===== src/rtl/mapu_cmd_arb.sv =====
// mapu_cmd_arb
//   Two-requester command arbiter in front of a single Matrix APU engine.
//   A round-robin winner is accepted in IDLE. Its operands are registered and
//   issued to the engine with a one-cycle start pulse. The arbiter then waits
//   for the engine to finish, or for the timeout to expire, and returns the
//   result to the owning requester through a valid/ready response handshake.
//
//   state | meaning
//   IDLE  | arbitrate, accept one command
//   ISSUE | eng_start pulse, clear timeout counter
//   WAIT  | wait for eng_done or timeout
//   RESP  | present response to owner until rsp_ready
//
// Ports
//   clk, reset               clock, asynchronous active-high reset
//   req_valid/req_ready[1:0] per-requester command handshake
//   req_op[3:0]              2-bit opcode per requester
//   req_a/req_b              DATA_WIDTH operand slice per requester
//   rsp_valid/rsp_ready[1:0] per-requester response handshake
//   rsp_data, rsp_err        shared response payload
//   eng_start/op/a/b         engine command
//   eng_done/result/err      engine completion
//   busy                     high whenever not IDLE

module mapu_cmd_arb #(
  parameter int DATA_WIDTH     = 32,
  parameter int TIMEOUT_CYCLES = 256
) (
  input  logic                    clk,
  input  logic                    reset,
  input  logic [1:0]              req_valid,
  output logic [1:0]              req_ready,
  input  logic [3:0]              req_op,
  input  logic [2*DATA_WIDTH-1:0] req_a,
  input  logic [2*DATA_WIDTH-1:0] req_b,
  output logic [1:0]              rsp_valid,
  input  logic [1:0]              rsp_ready,
  output logic [DATA_WIDTH-1:0]   rsp_data,
  output logic                    rsp_err,
  output logic                    eng_start,
  output logic [1:0]              eng_op,
  output logic [DATA_WIDTH-1:0]   eng_a,
  output logic [DATA_WIDTH-1:0]   eng_b,
  input  logic                    eng_done,
  input  logic [DATA_WIDTH-1:0]   eng_result,
  input  logic                    eng_err,
  output logic                    busy
);

  localparam int CNT_W = (TIMEOUT_CYCLES > 2) ? $clog2(TIMEOUT_CYCLES) : 1;
  localparam logic [CNT_W-1:0] CNT_LAST = CNT_W'(TIMEOUT_CYCLES - 1);

  typedef enum logic [1:0] {
    S_IDLE  = 2'd0,
    S_ISSUE = 2'd1,
    S_WAIT  = 2'd2,
    S_RESP  = 2'd3
  } state_t;

  state_t                state_q, state_d;
  logic                  owner_q, owner_d;
  logic                  last_grant_q, last_grant_d;
  logic [1:0]            op_q, op_d;
  logic [DATA_WIDTH-1:0] a_q, a_d;
  logic [DATA_WIDTH-1:0] b_q, b_d;
  logic [DATA_WIDTH-1:0] data_q, data_d;
  logic                  err_q, err_d;
  logic [CNT_W-1:0]      cnt_q, cnt_d;

  logic                  grant_idx;
  logic                  any_valid;

  // Round-robin: on contention the requester that did not win last time goes.
  always_comb begin
    any_valid = |req_valid;
    if (req_valid == 2'b11) begin
      grant_idx = ~last_grant_q;
    end else begin
      grant_idx = req_valid[1];
    end
  end

  always_comb begin
    state_d      = state_q;
    owner_d      = owner_q;
    last_grant_d = last_grant_q;
    op_d         = op_q;
    a_d          = a_q;
    b_d          = b_q;
    data_d       = data_q;
    err_d        = err_q;
    cnt_d        = cnt_q;
    req_ready    = 2'b00;
    rsp_valid    = 2'b00;
    eng_start    = 1'b0;
    busy         = (state_q != S_IDLE);

    case (state_q)
      S_IDLE: begin
        // Gated with reset so req_ready reads 0 while reset is held.
        if (any_valid && !reset) begin
          req_ready = grant_idx ? 2'b10 : 2'b01;
          owner_d   = grant_idx;
          op_d      = grant_idx ? req_op[3:2] : req_op[1:0];
          a_d       = grant_idx ? req_a[2*DATA_WIDTH-1:DATA_WIDTH] : req_a[DATA_WIDTH-1:0];
          b_d       = grant_idx ? req_b[2*DATA_WIDTH-1:DATA_WIDTH] : req_b[DATA_WIDTH-1:0];
          state_d   = S_ISSUE;
        end
      end

      S_ISSUE: begin
        eng_start = 1'b1;
        cnt_d     = '0;
        state_d   = S_WAIT;
      end

      S_WAIT: begin
        // Completion takes priority over a timeout expiring in the same cycle.
        if (eng_done) begin
          data_d  = eng_result;
          err_d   = eng_err;
          state_d = S_RESP;
        end else if (cnt_q == CNT_LAST) begin
          data_d  = '0;
          err_d   = 1'b1;
          state_d = S_RESP;
        end else begin
          cnt_d = cnt_q + 1'b1;
        end
      end

      S_RESP: begin
        rsp_valid = owner_q ? 2'b10 : 2'b01;
        if (rsp_ready[owner_q]) begin
          last_grant_d = owner_q;
          state_d      = S_IDLE;
        end
      end

      default: begin
        state_d = S_IDLE;
      end
    endcase
  end

  always_ff @(posedge clk or posedge reset) begin
    if (reset) begin
      state_q      <= S_IDLE;
      owner_q      <= 1'b0;
      last_grant_q <= 1'b1;
      op_q         <= '0;
      a_q          <= '0;
      b_q          <= '0;
      data_q       <= '0;
      err_q        <= 1'b0;
      cnt_q        <= '0;
    end else begin
      state_q      <= state_d;
      owner_q      <= owner_d;
      last_grant_q <= last_grant_d;
      op_q         <= op_d;
      a_q          <= a_d;
      b_q          <= b_d;
      data_q       <= data_d;
      err_q        <= err_d;
      cnt_q        <= cnt_d;
    end
  end

  assign eng_op   = op_q;
  assign eng_a    = a_q;
  assign eng_b    = b_q;
  assign rsp_data = data_q;
  assign rsp_err  = err_q;

endmodule


===== config.mk =====
export PLATFORM = sky130hd
export DESIGN_NAME = mapu_cmd_arb
export DESIGN_NICKNAME = d
export VERILOG_FILES = /design/src/rtl/mapu_cmd_arb.sv
export SDC_FILE = /design/constraint.sdc
export NUM_CORES = 1
export LEC_CHECK = 0
export CORE_UTILIZATION = 39
export CTS_CLUSTER_SIZE = 20
export DETAILED_ROUTE_END_ITERATION = 10
export PLACE_DENSITY = 0.81
export SYNTH_ARGS = -nofsm -noshare
export SYNTH_HDL_FRONTEND = slang
export SYNTH_SLANG_ARGS = --single-unit

===== constraint.sdc =====
create_clock -name clk -period 4.2 [get_ports clk]
set_input_delay 0.84 -clock clk [delete_from_list [all_inputs] [get_ports clk]]
set_output_delay 0.84 -clock clk [all_outputs]
set_load 0.01 [all_outputs]

Word level (Yosys, flattened, before mapping) --
Index checks and enable logic that the tools add are counted.
Storage, ports and cells: bits in registers 111, RAM bits 0, output and inout bits 105, memories kept 0, bits of input ports 172, latch bits 0, bits in read-only memories 0, logic and storage cells 58
Operators by class: eq/ne operators 10, order comparisons 1, divide/modulo/power cells 0, $mul 0, shifts and indexed selects 0, multiplexer cells 24, reduce and logical (&&, ||, !) cells 12, add/sub/neg operators 1, bitwise logic cells 1
Operators by type and width (count):
- 32-bit 2-to-1 mux | 4
- 2-bit 2-to-1 mux | 10
- 8-bit 2-to-1 mux | 2
- 8-bit case mux with 2 select lines | 1
- 8-bit by 1-bit adder with 8-bit output, second input constant | 1
- 8-bit == test, second input constant | 1
- 2-bit inequality test, second input constant | 4
- 2-bit case mux with 4 select lines | 1
- 2-bit == test, second input constant | 3
- 1-bit 2-to-1 mux | 6
- 2-bit AND reduction | 3
- 3-bit AND reduction | 2
- 2-bit nonzero test | 3
- 3-bit inequality test, second input constant | 1
- 2-bit by 1-bit == test with 1-bit output, second input constant | 1
- 2-bit logical NOT | 1
- 1-bit by 2-bit < comparator with 1-bit output, second input constant | 1
- 2-bit OR reduction | 1
- 1-bit logical AND | 1
- 1-bit logical NOT | 1
- 1-bit NOT | 1

Longest topological paths before layout --
depth after elaboration 5, gate-level depth with buffers 9, depth with buffers taken out 6

Least setup slack after synthesis --
OpenSTA, ideal clock, no wires.
path kind input to output, start point input reset, end point output req_ready[0], path slack 1595 ps, buffers on the path 3, data arrival time 1765 ps, data required time 3360 ps, cell stages on the path 5, path through or3_1 > buf_6 > buf_6 > buf_6 > nor2_1
Between the ends: word-level cells in the longest chain between the ends 4
RTL lines:
- start: declaration | RTL line 30 | input logic reset,
- 1-bit logical NOT (no line)
- 1-bit logical AND | RTL line 101 | if (any_valid && !reset) begin
- 2-bit 2-to-1 mux | RTL line 101
- 2-bit 2-to-1 mux | RTL line 98 | case (state_q)
- end: declaration | RTL line 32 | output logic [1:0] req_ready,
Every way passes these cells.

Final worst setup path --
start point input req_valid[0], end point output req_ready[1]
Between the ends: word-level cells in the longest chain between the ends 5, elaborated cells between the ends (all ways) 7, classes of those cells 1 x eq/ne; 4 x mux; 2 x reduce/logical
RTL lines:
- start: declaration | RTL line 31 | input logic [1:0] req_valid,
- 2-bit == test | RTL line 76 | if (req_valid == 2'b11) begin
- 1-bit 2-to-1 mux | RTL line 76
- 2-bit 2-to-1 mux | RTL line 102 | req_ready = grant_idx ? 2'b10 : 2'b01;
- 2-bit 2-to-1 mux (*) | RTL line 101
- 2-bit 2-to-1 mux (*) | RTL line 98
Mark *: on every way between the ends. The rest lies on a longest branch, timed or not.

==> out/qor.yml <==
synthesis:
  syn_area_per_cell_um2: 11.3
  synth_warnings: 0
  synth_commonest_cells: "dfrtp_1, nand2_1, mux2i_1"
  yosysTopAreaCellShare_pct: 55.7
  synth-edff-count: 0
  syn_inst: 439
  synth_area_leaders: "dfrtp_1, mux2i_1, o21ai_1"
  ys_seq_elements: 111
  synth_largest_area_cell: "dfrtp_1"
  syn-num-nets: 616
  synth_area_um2: 4940
  synth-main-ff-cell: "dfrtp_1"
  synth_cell_types: 34
  ys_seq_area_share_pct: 56.2
  async_flop_share_pct: 100
  yosysMostFrequentCell: "dfrtp_1"
sta:
  setup_viol_count_final: 0
  post-route-period-util_pct: 82.5
  min_period_ns: 3.46
  whs_ns: 0.482
  hold_viol: 0
  max_slew.worst_pin.slew_ns: 1.22
  timing.fmax_mhz: 289
  rsz0062_at_grt: "no"
  slew_headroom_pct: 18.8
  setup_tns_ns: 0
  finalMaxSlewViolations: 0
  skew_ns: 0.00595
placement:
  dp_hpwl_um: 11000
  numPortBuffers: 276
  place.gp.congestion: 0.780
  placedInstanceArea_um2: 7760
worst_setup_path:
  crit_required_ns: 3.36
  worstPathArrival_ns: 2.62
  critPathLaunchType: "input pin"
  critPathKind: "in2out"
  crit_path_end_kind: "primary output"
  r2r_setup_slack_ns: 1.80
  crit_fanout: 8
  rr_worst_depth: 7
cells_and_area:
  nFillCells: 927
  n_antenna_cell: 0
  register_area_um2: 2780
  final_nets: 878
  post_route_cells_drive_above_1_share_pct: 4.11
  syn_to_final_growth_pct: 63.2
  final_util_pct: 66.3
  multi_input_area_um2: 1940
  final_cell_area_um2: 8070
clock_tree:
  ctsRootBufferMaster: "clkbuf_16"
  path_clk_slew_ns: 0.07
  post_cts_resize_count: 0
  htreeDepth: 3
  cts_tree: "built"
  post_cts_buffers: 0
  cts_buffers: 9
  cts.sinks: 111
  clk_path_buf_depth: 2
  clk_latency_ns: 0.34
  cts_hold_buf: 0
floorplan:
  dieArea_um2: 13100
  ioPinCount: 277
  die_w_um: 115
  initial_core_util_pct: 40.7
  die-height_um: 115
  core-area_um2: 12200
  row_count: 40
global_route:
  antenna_found_initial: 0
  grt_pass1_wl_um: 21700
  grt_max_degree: 67
  grt_pass1_vias: 4340
  gr-usage-all-layers_pct: 21.8
  grt_remaining_overflow: 0
detailed_routing:
  routed_wl_um: 14200
  drc: 0
  dr.pass1.iters: 4
  drt_iter0_markers: 238
  antenna_left: 0
  vias_per_cell: 4.91
  wl_per_cell_um: 16.3
  vias: 4294
run:
  drv_cap: 0
power_and_ir_drop:
  vdd_drop_max_uv: 297
  p_clk_share_pct: 17.6
  p_per_area_nw_per_um2: 609
  p_int_mw: 3.28
  switching_power_mw: 1.64
  p_leak_nw: 3.61
  seqPwrFrac_pct: 36.8
  switching_share_pct: 33.3
  p_total_mw: 4.92
  p_comb_share_pct: 45.6
min_path:
  min_path_type: "reg2reg"
  worstHoldPathCells: 2
run_status:
  outcome: "finished clean"
[critical path, cell delays in order]
cell and delay (ns):
clkdlybuf4s50_1 0.53, nor2_1 0.07, or3_4 0.39, nor2b_1 0.21, clkdlybuf4s50_1 0.59
[flip-flops by register name (all words and copies together) (netlist names)]
name,flops
eng_b,32
eng_a,32
eng_op,2
state_q,2
owner_q,1
cnt_q,8
last_grant_q,1
rsp_data,32
rsp_err,1
[through the flow]
stage | cells | worst slack [ns]
after floorplan | 439 | 0.431
after global placement | 858 | 0.793
after detailed placement | 858 | 0.745
after CTS | 874 | 0.745
after global routing | 874 | 0.687
final | 874 | 0.737
[placed cells by master, fill, tap and decap left out, drive strengths merged, types with 3 or more instances in the layout]
| master | Yosys | layout |
|---|---|---|
| clkdlybuf4s50 | 0 | 276 |
| dfrtp | 110 | 110 |
| nand2 | 73 | 73 |
| o21ai | 71 | 71 |
| mux2i | 69 | 69 |
| a22o | 32 | 32 |
| clkbuf | 7 | 10 |
| inv | 7 | 9 |
| nand3 | 8 | 8 |
| buf | 24 | 6 |
| ha | 5 | 5 |
| nor2 | 4 | 4 |
| a21oi | 4 | 4 |
| nor2b | 3 | 3 |
[power groups by stage]
stage	logic, mW	registers, mW	clock network (mW)
final	2.24	1.81	0.864
after global routing	2.42	1.87	0.937
after CTS	2.27	1.81	0.890
after detailed placement	2.26	1.82	0
after global placement	2.20	1.80	0
after floorplan	0.794	2.00	0
[per-layer routing]
metal / vias to the layer above / wire length [µm] / GRT usage (%)
met4: 0 / 316 / 8.74
met2: 186 / 7420 / 40.3
li1: 2067 / - / -
met1: 2017 / 5390 / 23.6
met3: 24 / 1120 / 5.51
met5: - / 0 / 0
[kinds of logic after synthesis]
family                   Yosys count  synth area share [%]
multiplexers                      70                  14.2
flip-flops                       111                  56.2
AO/OA/AOI/OAI                    116                  14.7
adder cells (fa/ha/maj)            5                  1.27
AND/OR/NAND/NOR                   97                  8.33
buffers and inverters             38                  4.96
XOR/XNOR                           2                 0.354
[final timing paths]
| kind | startpoint | to |
|---|---|---|
| max | req_valid[0] | req_ready[1] |
| min | eng_a[14] | eng_a[14] |
| max reg2reg | state_q[0] | eng_a[25] |
| min reg2reg | eng_a[14] | eng_a[14] |
| max in group asynchronous | reset | eng_b[6] |
| min in group asynchronous | reset | state_q[1] |
[cell type report]
type | count | area share (%)
timing repair buffer | 282 | 34.8
sequential | 111 | 34.4
multi-input combinational | 290 | 24.0
clock buffer | 10 | 2.96
tap | 168 | 2.61
clock inverter | 6 | 0.837
inverter | 7 | 0.357
No activity file was read; power rests on OpenSTA's default activity.
